===== config.mk =====
export PLATFORM = sky130hd
export DESIGN_NAME = axi_2_mem_core
export DESIGN_NICKNAME = d
export VERILOG_FILES = /design/src/rtl/axi_2_mem_core.sv
export SDC_FILE = /design/constraint.sdc
export NUM_CORES = 1
export LEC_CHECK = 0
export ABC_AREA = 1
export BUFFER_PORTS_ARGS = -buffer_cell sky130_fd_sc_hd__buf_2
export CAP_MARGIN = 40
export CORE_AREA = 2 2 117 119
export CTS_BUF_LIST = sky130_fd_sc_hd__clkbuf_8
export CTS_CLUSTER_SIZE = 20
export DETAILED_ROUTE_END_ITERATION = 12
export DIE_AREA = 0 0 119 121
export GPL_TIMING_DRIVEN = 0
export PLACE_DENSITY = 0.92
export SYNTH_ARGS = -nofsm -noshare
export SYNTH_HDL_FRONTEND = slang
export SYNTH_SLANG_ARGS = --single-unit
export TNS_END_PERCENT = 20

===== constraint.sdc =====
create_clock -name clk_i -period 2.2 [get_ports clk_i]
set_input_delay 0.22 -clock clk_i [delete_from_list [all_inputs] [get_ports clk_i]]
set_output_delay 0.22 -clock clk_i [all_outputs]
set_load 0.05 [all_outputs]

===== src/rtl/axi_2_mem_core.sv =====
// AXI4 subordinate to single-port SRAM bridge.
// One single-beat transaction at a time; bursts are drained with SLVERR.
package axi_2_mem_pkg;
  typedef struct packed {
    logic [3:0]  id;
    logic [31:0] addr;
    logic [7:0]  len;
    logic [2:0]  size;
    logic [1:0]  burst;
    logic [5:0]  atop;
  } aw_chan_t;

  typedef struct packed {
    logic [3:0]  id;
    logic [31:0] addr;
    logic [7:0]  len;
    logic [2:0]  size;
    logic [1:0]  burst;
  } ar_chan_t;

  typedef struct packed {
    logic [31:0] data;
    logic [3:0]  strb;
    logic        last;
  } w_chan_t;

  typedef struct packed {
    logic [3:0] id;
    logic [1:0] resp;
  } b_chan_t;

  typedef struct packed {
    logic [3:0]  id;
    logic [31:0] data;
    logic [1:0]  resp;
    logic        last;
  } r_chan_t;

  typedef struct packed {
    aw_chan_t aw;
    logic     aw_valid;
    w_chan_t  w;
    logic     w_valid;
    logic     b_ready;
    ar_chan_t ar;
    logic     ar_valid;
    logic     r_ready;
  } axi_req_t;

  typedef struct packed {
    logic    aw_ready;
    logic    ar_ready;
    logic    w_ready;
    logic    b_valid;
    b_chan_t b;
    logic    r_valid;
    r_chan_t r;
  } axi_resp_t;

  localparam logic [1:0] RESP_OKAY   = 2'b00;
  localparam logic [1:0] RESP_SLVERR = 2'b10;
endpackage

module axi_2_mem_core
  import axi_2_mem_pkg::*;
#(
  parameter int  MEM_ADDRW  = 32,
  parameter int  MEM_DATAW  = 32,
  parameter int  MEM_STRBW  = MEM_DATAW / 8,
  parameter type axi_req_t  = axi_2_mem_pkg::axi_req_t,
  parameter type axi_resp_t = axi_2_mem_pkg::axi_resp_t
) (
  input  logic                 clk_i,
  input  logic                 arst_ni,
  input  axi_req_t             axi_req_i,
  output axi_resp_t            axi_resp_o,
  output logic                 mem_req_o,
  output logic                 mem_we_o,
  output logic [MEM_ADDRW-1:0] mem_addr_o,
  output logic [MEM_DATAW-1:0] mem_wdata_o,
  output logic [MEM_STRBW-1:0] mem_be_o,
  input  logic [MEM_DATAW-1:0] mem_rdata_i
);

  localparam int OFFW = $clog2(MEM_STRBW);
  localparam int IDW  = $bits(axi_req_i.ar.id);

  typedef enum logic [3:0] {
    IDLE, RD_MEM, RD_CAP, RD_RESP, WR_DATA,
    WR_MEM, WR_RESP, RD_ERR, WR_DRAIN, WR_ERR
  } state_e;

  state_e               state_q, state_d;
  logic                 prio_q, prio_d;
  logic [7:0]           cnt_q, cnt_d;
  logic [7:0]           len_q;
  logic [MEM_ADDRW-1:0] addr_q;
  logic [IDW-1:0]       id_q;
  logic [MEM_DATAW-1:0] wdata_q, rdata_q;
  logic [MEM_STRBW-1:0] strb_q;
  logic                 ld_ar, ld_aw, ld_w;
  logic                 grant_r, grant_w, contend;
  logic                 err_last;
  logic                 unused_ok;

  assign unused_ok = ^{axi_req_i.ar.size, axi_req_i.ar.burst,
                       axi_req_i.aw.size, axi_req_i.aw.burst,
                       axi_req_i.aw.atop};

  // prio_q=1 favours write; it only flips when both channels contend
  assign contend  = axi_req_i.ar_valid & axi_req_i.aw_valid;
  assign grant_w  = axi_req_i.aw_valid & (~axi_req_i.ar_valid | prio_q);
  assign grant_r  = axi_req_i.ar_valid & (~axi_req_i.aw_valid | ~prio_q);
  assign err_last = (cnt_q == len_q);

  always_ff @(posedge clk_i or negedge arst_ni) begin
    if (!arst_ni) begin
      state_q <= IDLE;
      prio_q  <= 1'b1;
      cnt_q   <= '0;
      len_q   <= '0;
      addr_q  <= '0;
      id_q    <= '0;
      wdata_q <= '0;
      strb_q  <= '0;
      rdata_q <= '0;
    end else begin
      state_q <= state_d;
      prio_q  <= prio_d;
      cnt_q   <= cnt_d;
      if (ld_ar) begin
        addr_q <= axi_req_i.ar.addr;
        id_q   <= axi_req_i.ar.id;
        len_q  <= axi_req_i.ar.len;
      end
      if (ld_aw) begin
        addr_q <= axi_req_i.aw.addr;
        id_q   <= axi_req_i.aw.id;
        len_q  <= axi_req_i.aw.len;
      end
      if (ld_w) begin
        wdata_q <= axi_req_i.w.data;
        strb_q  <= axi_req_i.w.strb;
      end
      if (state_q == RD_CAP) rdata_q <= mem_rdata_i;
    end
  end

  always_comb begin
    state_d     = state_q;
    prio_d      = prio_q;
    cnt_d       = cnt_q;
    ld_ar       = 1'b0;
    ld_aw       = 1'b0;
    ld_w        = 1'b0;
    axi_resp_o  = '0;
    mem_req_o   = 1'b0;
    mem_we_o    = 1'b0;
    mem_addr_o  = '0;
    mem_wdata_o = '0;
    mem_be_o    = '0;
    // outputs stay quiet while reset is held, even with valids pending
    if (arst_ni) begin
      unique case (state_q)
        IDLE: begin
          if (contend) prio_d = ~prio_q;
          unique case (1'b1)
            grant_w: begin
              axi_resp_o.aw_ready = 1'b1;
              ld_aw   = 1'b1;
              state_d = (axi_req_i.aw.len != 8'd0) ? WR_DRAIN : WR_DATA;
            end
            grant_r: begin
              axi_resp_o.ar_ready = 1'b1;
              ld_ar   = 1'b1;
              cnt_d   = '0;
              state_d = (axi_req_i.ar.len != 8'd0) ? RD_ERR : RD_MEM;
            end
            default: ;
          endcase
        end
        RD_MEM: begin
          mem_req_o  = 1'b1;
          mem_addr_o = (addr_q >> OFFW) << OFFW;
          state_d    = RD_CAP;
        end
        RD_CAP: state_d = RD_RESP;
        RD_RESP: begin
          axi_resp_o.r_valid = 1'b1;
          axi_resp_o.r.data  = rdata_q;
          axi_resp_o.r.resp  = RESP_OKAY;
          axi_resp_o.r.last  = 1'b1;
          axi_resp_o.r.id    = id_q;
          if (axi_req_i.r_ready) state_d = IDLE;
        end
        WR_DATA: begin
          axi_resp_o.w_ready = 1'b1;
          if (axi_req_i.w_valid) begin
            ld_w    = 1'b1;
            state_d = WR_MEM;
          end
        end
        WR_MEM: begin
          mem_req_o   = 1'b1;
          mem_we_o    = 1'b1;
          mem_addr_o  = (addr_q >> OFFW) << OFFW;
          mem_wdata_o = wdata_q;
          mem_be_o    = strb_q;
          state_d     = WR_RESP;
        end
        WR_RESP: begin
          axi_resp_o.b_valid = 1'b1;
          axi_resp_o.b.resp  = RESP_OKAY;
          axi_resp_o.b.id    = id_q;
          if (axi_req_i.b_ready) state_d = IDLE;
        end
        RD_ERR: begin
          axi_resp_o.r_valid = 1'b1;
          axi_resp_o.r.resp  = RESP_SLVERR;
          axi_resp_o.r.last  = err_last;
          axi_resp_o.r.id    = id_q;
          if (axi_req_i.r_ready) begin
            if (err_last) state_d = IDLE;
            else          cnt_d   = cnt_q + 8'd1;
          end
        end
        WR_DRAIN: begin
          axi_resp_o.w_ready = 1'b1;
          if (axi_req_i.w_valid && axi_req_i.w.last) state_d = WR_ERR;
        end
        WR_ERR: begin
          axi_resp_o.b_valid = 1'b1;
          axi_resp_o.b.resp  = RESP_SLVERR;
          axi_resp_o.b.id    = id_q;
          if (axi_req_i.b_ready) state_d = IDLE;
        end
        default: state_d = IDLE;
      endcase
    end
  end

endmodule


==> impl_metrics.tcl <==
set metrics [dict create \
    grt_max_degree 33 \
    maxSlewHeadroom_pct 61.51 \
    cts_root_buf "clkbuf_8" \
    preCtsSetupSlack_ns -0.5293 \
    cts-htree-levels 4 \
    hpwlAfterDp_um 14250 \
    worstSetupPathType "register to output pin" \
    path_cells "nor2_4, nand2_2, nor2_4, inv_4, nor2_4, inv_6, buf_12, nor2_4, buf_6" \
    antenna_found_initial 2 \
    fillCellCount 862 \
    synthesis.area_um2 6364 \
    cts.clk_slew.worst_paths_ns 0.08 \
    syn_avg_cell_area_um2 7.540 \
    grt_pass1_vias 6832 \
    synth_area_leaders "dfrtp_1, nor2_1, inv_1, a21oi_1, nand2_1" \
    finalSetupViolCount 4 \
    die_y_um 121 \
    cp.required_ns 1.98 \
    num-nets-final 1336 \
    gp_congestion 0.9122 \
    timing.final.crit_share_pct 104.4 \
    yosys.area.top_type "dfrtp_1" \
    finalSetupTns_ns -0.1350 \
    max_stage_delay_ns 0.47 \
    drt_first_pass_iters 5 \
    status "finished with violations" \
    route.detailed.drc 0 \
    wl_per_cell_um 17.45 \
    dieArea_um2 14400 \
    async_reset_ff_share_pct 100.0 \
    ys_ff_latch 123 \
    p_leak_nw 5.082 \
    pin_count 300 \
    timing_hold_violations_final 0 \
    max_freq_mhz 435.3 \
    power_density_nw_per_um2 1104 \
    yosysWarnings 0 \
    synth_edf_count 0 \
    dp.cells 1299 \
    drt_iter0_markers 726 \
    core-area_um2 13090 \
    synthDominantCellAreaShare_pct 47.97 \
    cp_top_family "simple AND/OR/NAND/NOR gates" \
    drive_gt1_share_pct 38.44 \
    rows 42 \
    synth_cells 844 \
    ir_drop_v 0.0006016 \
    path_max_fanout 10 \
    clkLatencyLatePin_ns 0.43 \
    clkSinkCount 123 \
    via_count 7231 \
    final_core_util_pct 73.50 \
    final_max_slew_viol_count 0 \
    yosysSeqAreaShare_pct 48.39 \
    cp.arrival_ns 2.08 \
    cts_tree "yes" \
    areaGrowthSynthToFinish_pct 51.14 \
    tightestPinTransition_ns 0.5713 \
    timing.final.ws_setup_ns -0.09734 \
    ys_types 30 \
    path_buf_inv 4 \
    synth_common_cells "nor2_1, inv_1, dfrtp_1" \
    synth.most_common_cell "nor2_1" \
    cp_slowest_cell "dfrtp_2" \
    cap_violations 0 \
    wl_um 23470 \
    synth_ff_type "dfrtp_1" \
    vias_per_cell 5.376 \
    drtAntennaViolNets 0 \
    skew_ns 0.01071 \
    grt_setup_unrepaired "true" \
    die_width_um 119 \
    layout.cells.non_filler 1345 \
    initial_core_util_pct 48.63 \
    grt_pass1_wl_um 33510 \
    violations "setup timing" \
    period_needed_ns 2.297 \
    crit_top_cell "nor2_4" \
    cts_buffers 17 \
    hp-class "primary input to register" \
    cp-end-kind "output pin" \
    portBuffers 275 \
    grt_usage_pct 29.68 \
    grt_overflow 0 \
    critPathLaunchType "register" \
    cts_max_path_buffers 2 \
]
-- sequential cells by signal, indices dropped and copies added (netlist names) --
name,cells
addr_q,30
cnt_q,8
id_q,4
len_q,8
prio_q,1
rdata_q,32
state_q,4
strb_q,4
wdata_q,32
-- path summary, 6_finish.rpt --
path | from | endpoint | slack (ns) | cells after the start
max | state_q[1] | mem_wdata_o[29] | -0.1 | 9
min | mem_rdata_i[21] | rdata_q[21] | 0.04 | 3
max reg2reg | state_q[1] | wdata_q[23] | 0.14 | 8
min reg2reg | prio_q | prio_q | 0.52 | 1
max in group asynchronous | arst_ni | state_q[3] | 1.31 | 4
min in group asynchronous | arst_ni | rdata_q[22] | 0.47 | 3
-- tightest hold or removal path, delay by kind of cell --
family	cells	cell delay, ns
AOI/OAI and AO/OA	1	0.10
buffers and inverters	1	0.07
and+or+nand+nor	1	0.03
-- area by class of cell --
cell class                 instances  area, µm²  area share (%)
buffer                            44      322.8           3.356
clock inverter                    12      121.4           1.262
antenna                            1      2.502         0.02602
sequential                       123       3084           32.07
timing repair buffer             291       2196           22.83
clock buffer                      20      275.3           2.862
multi-input combinational        537       2851           29.65
tap                              176      220.2           2.290
inverter                         141      544.3           5.659
-- power by group --
| group | total [mW] | leakage, nW | internal (mW) | switching, mW |
|---|---|---|---|---|
| Clock | 2.02 | 0.200 | 1.09 | 0.934 |
| Sequential | 3.76 | 1.40 | 3.32 | 0.444 |
| Combinational | 4.84 | 3.48 | 1.56 | 3.27 |
-- cell families (layout without fill, tap and decap cells) --
kind of cell             count (synthesis)  in the layout  synth area share, %
buffers and inverters                  187            508                12.58
XOR/XNOR                                 5              5               0.6881
other                                    1              5              0.05893
AO/OA/AOI/OAI                          167            167                14.08
flip-flops                             123            123                48.39
adder cells (fa/ha/maj)                  1              1               0.1966
AND/OR/NAND/NOR                        360            360                24.01
-- layer usage --
| layer | track usage [%] | routed length [µm] | up-vias |
|---|---|---|---|
| met1 | 34.62 | 8586 | 3383 |
| met5 | 0 | 0 | - |
| met3 | 7.754 | 2185 | 106 |
| met4 | 13.76 | 1077 | 0 |
| li1 | - | - | 3248 |
| met2 | 51.26 | 11620 | 494 |
-- through the flow --
stage / instance area [µm²] / total power [mW] / hold WS (ns)
after floorplan: 6581 / 6.784 / -0.07559
after global placement: 8178 / 7.650 / 0.4659
after detailed placement: 8212 / 7.852 / 0.2366
after CTS: 9190 / 10.06 / 0.009081
after global routing: 9615 / 11.22 / 0.01088
final: 9618 / 10.62 / 0.03734
-- repair_timing --
| action | 4_1_cts | 5_1_grt |
|---|---|---|
| setup buffers | 4 | 1 |
| endpoints found under the setup margin | 112 | 108 |
| gates resized for setup | 127 | 157 |
| hold buffers | 7 | 0 |
| cloned | 2 | 1 |
| endpoints found under the hold margin | 115 | 0 |
| pin swaps | 3 | 2 |
-- cell usage in the layout (no fill, tap or decap), types with 2 or more instances in the layout --
master and instances:
buf_2 180, nor2_1 171, inv_1 134, dfrtp_1 118, nand2_1 70, a21oi_1 70
buf_6 60, nor2_4 47, buf_4 41, o21ai_1 39, o22ai_1 33, nor2_2 27
o21ai_0 23, nand3_1 23, clkbuf_8 20, clkbuf_4 14, clkbuf_1 10, nand4_1 10
buf_8 9, buf_12 8, nand2_2 6, clkinv_2 6, xnor2_1 5, conb_1 4
dfrtp_2 4, inv_2 3, buf_1 3, clkinvlp_4 3, dlygate4sd3_1 3, inv_4 2
inv_6 2, clkbuf_2 2, nand3_2 2, bufinv_16 2, bufbuf_16 2, buf_16 2
Power figures use the tool's default switching activity.
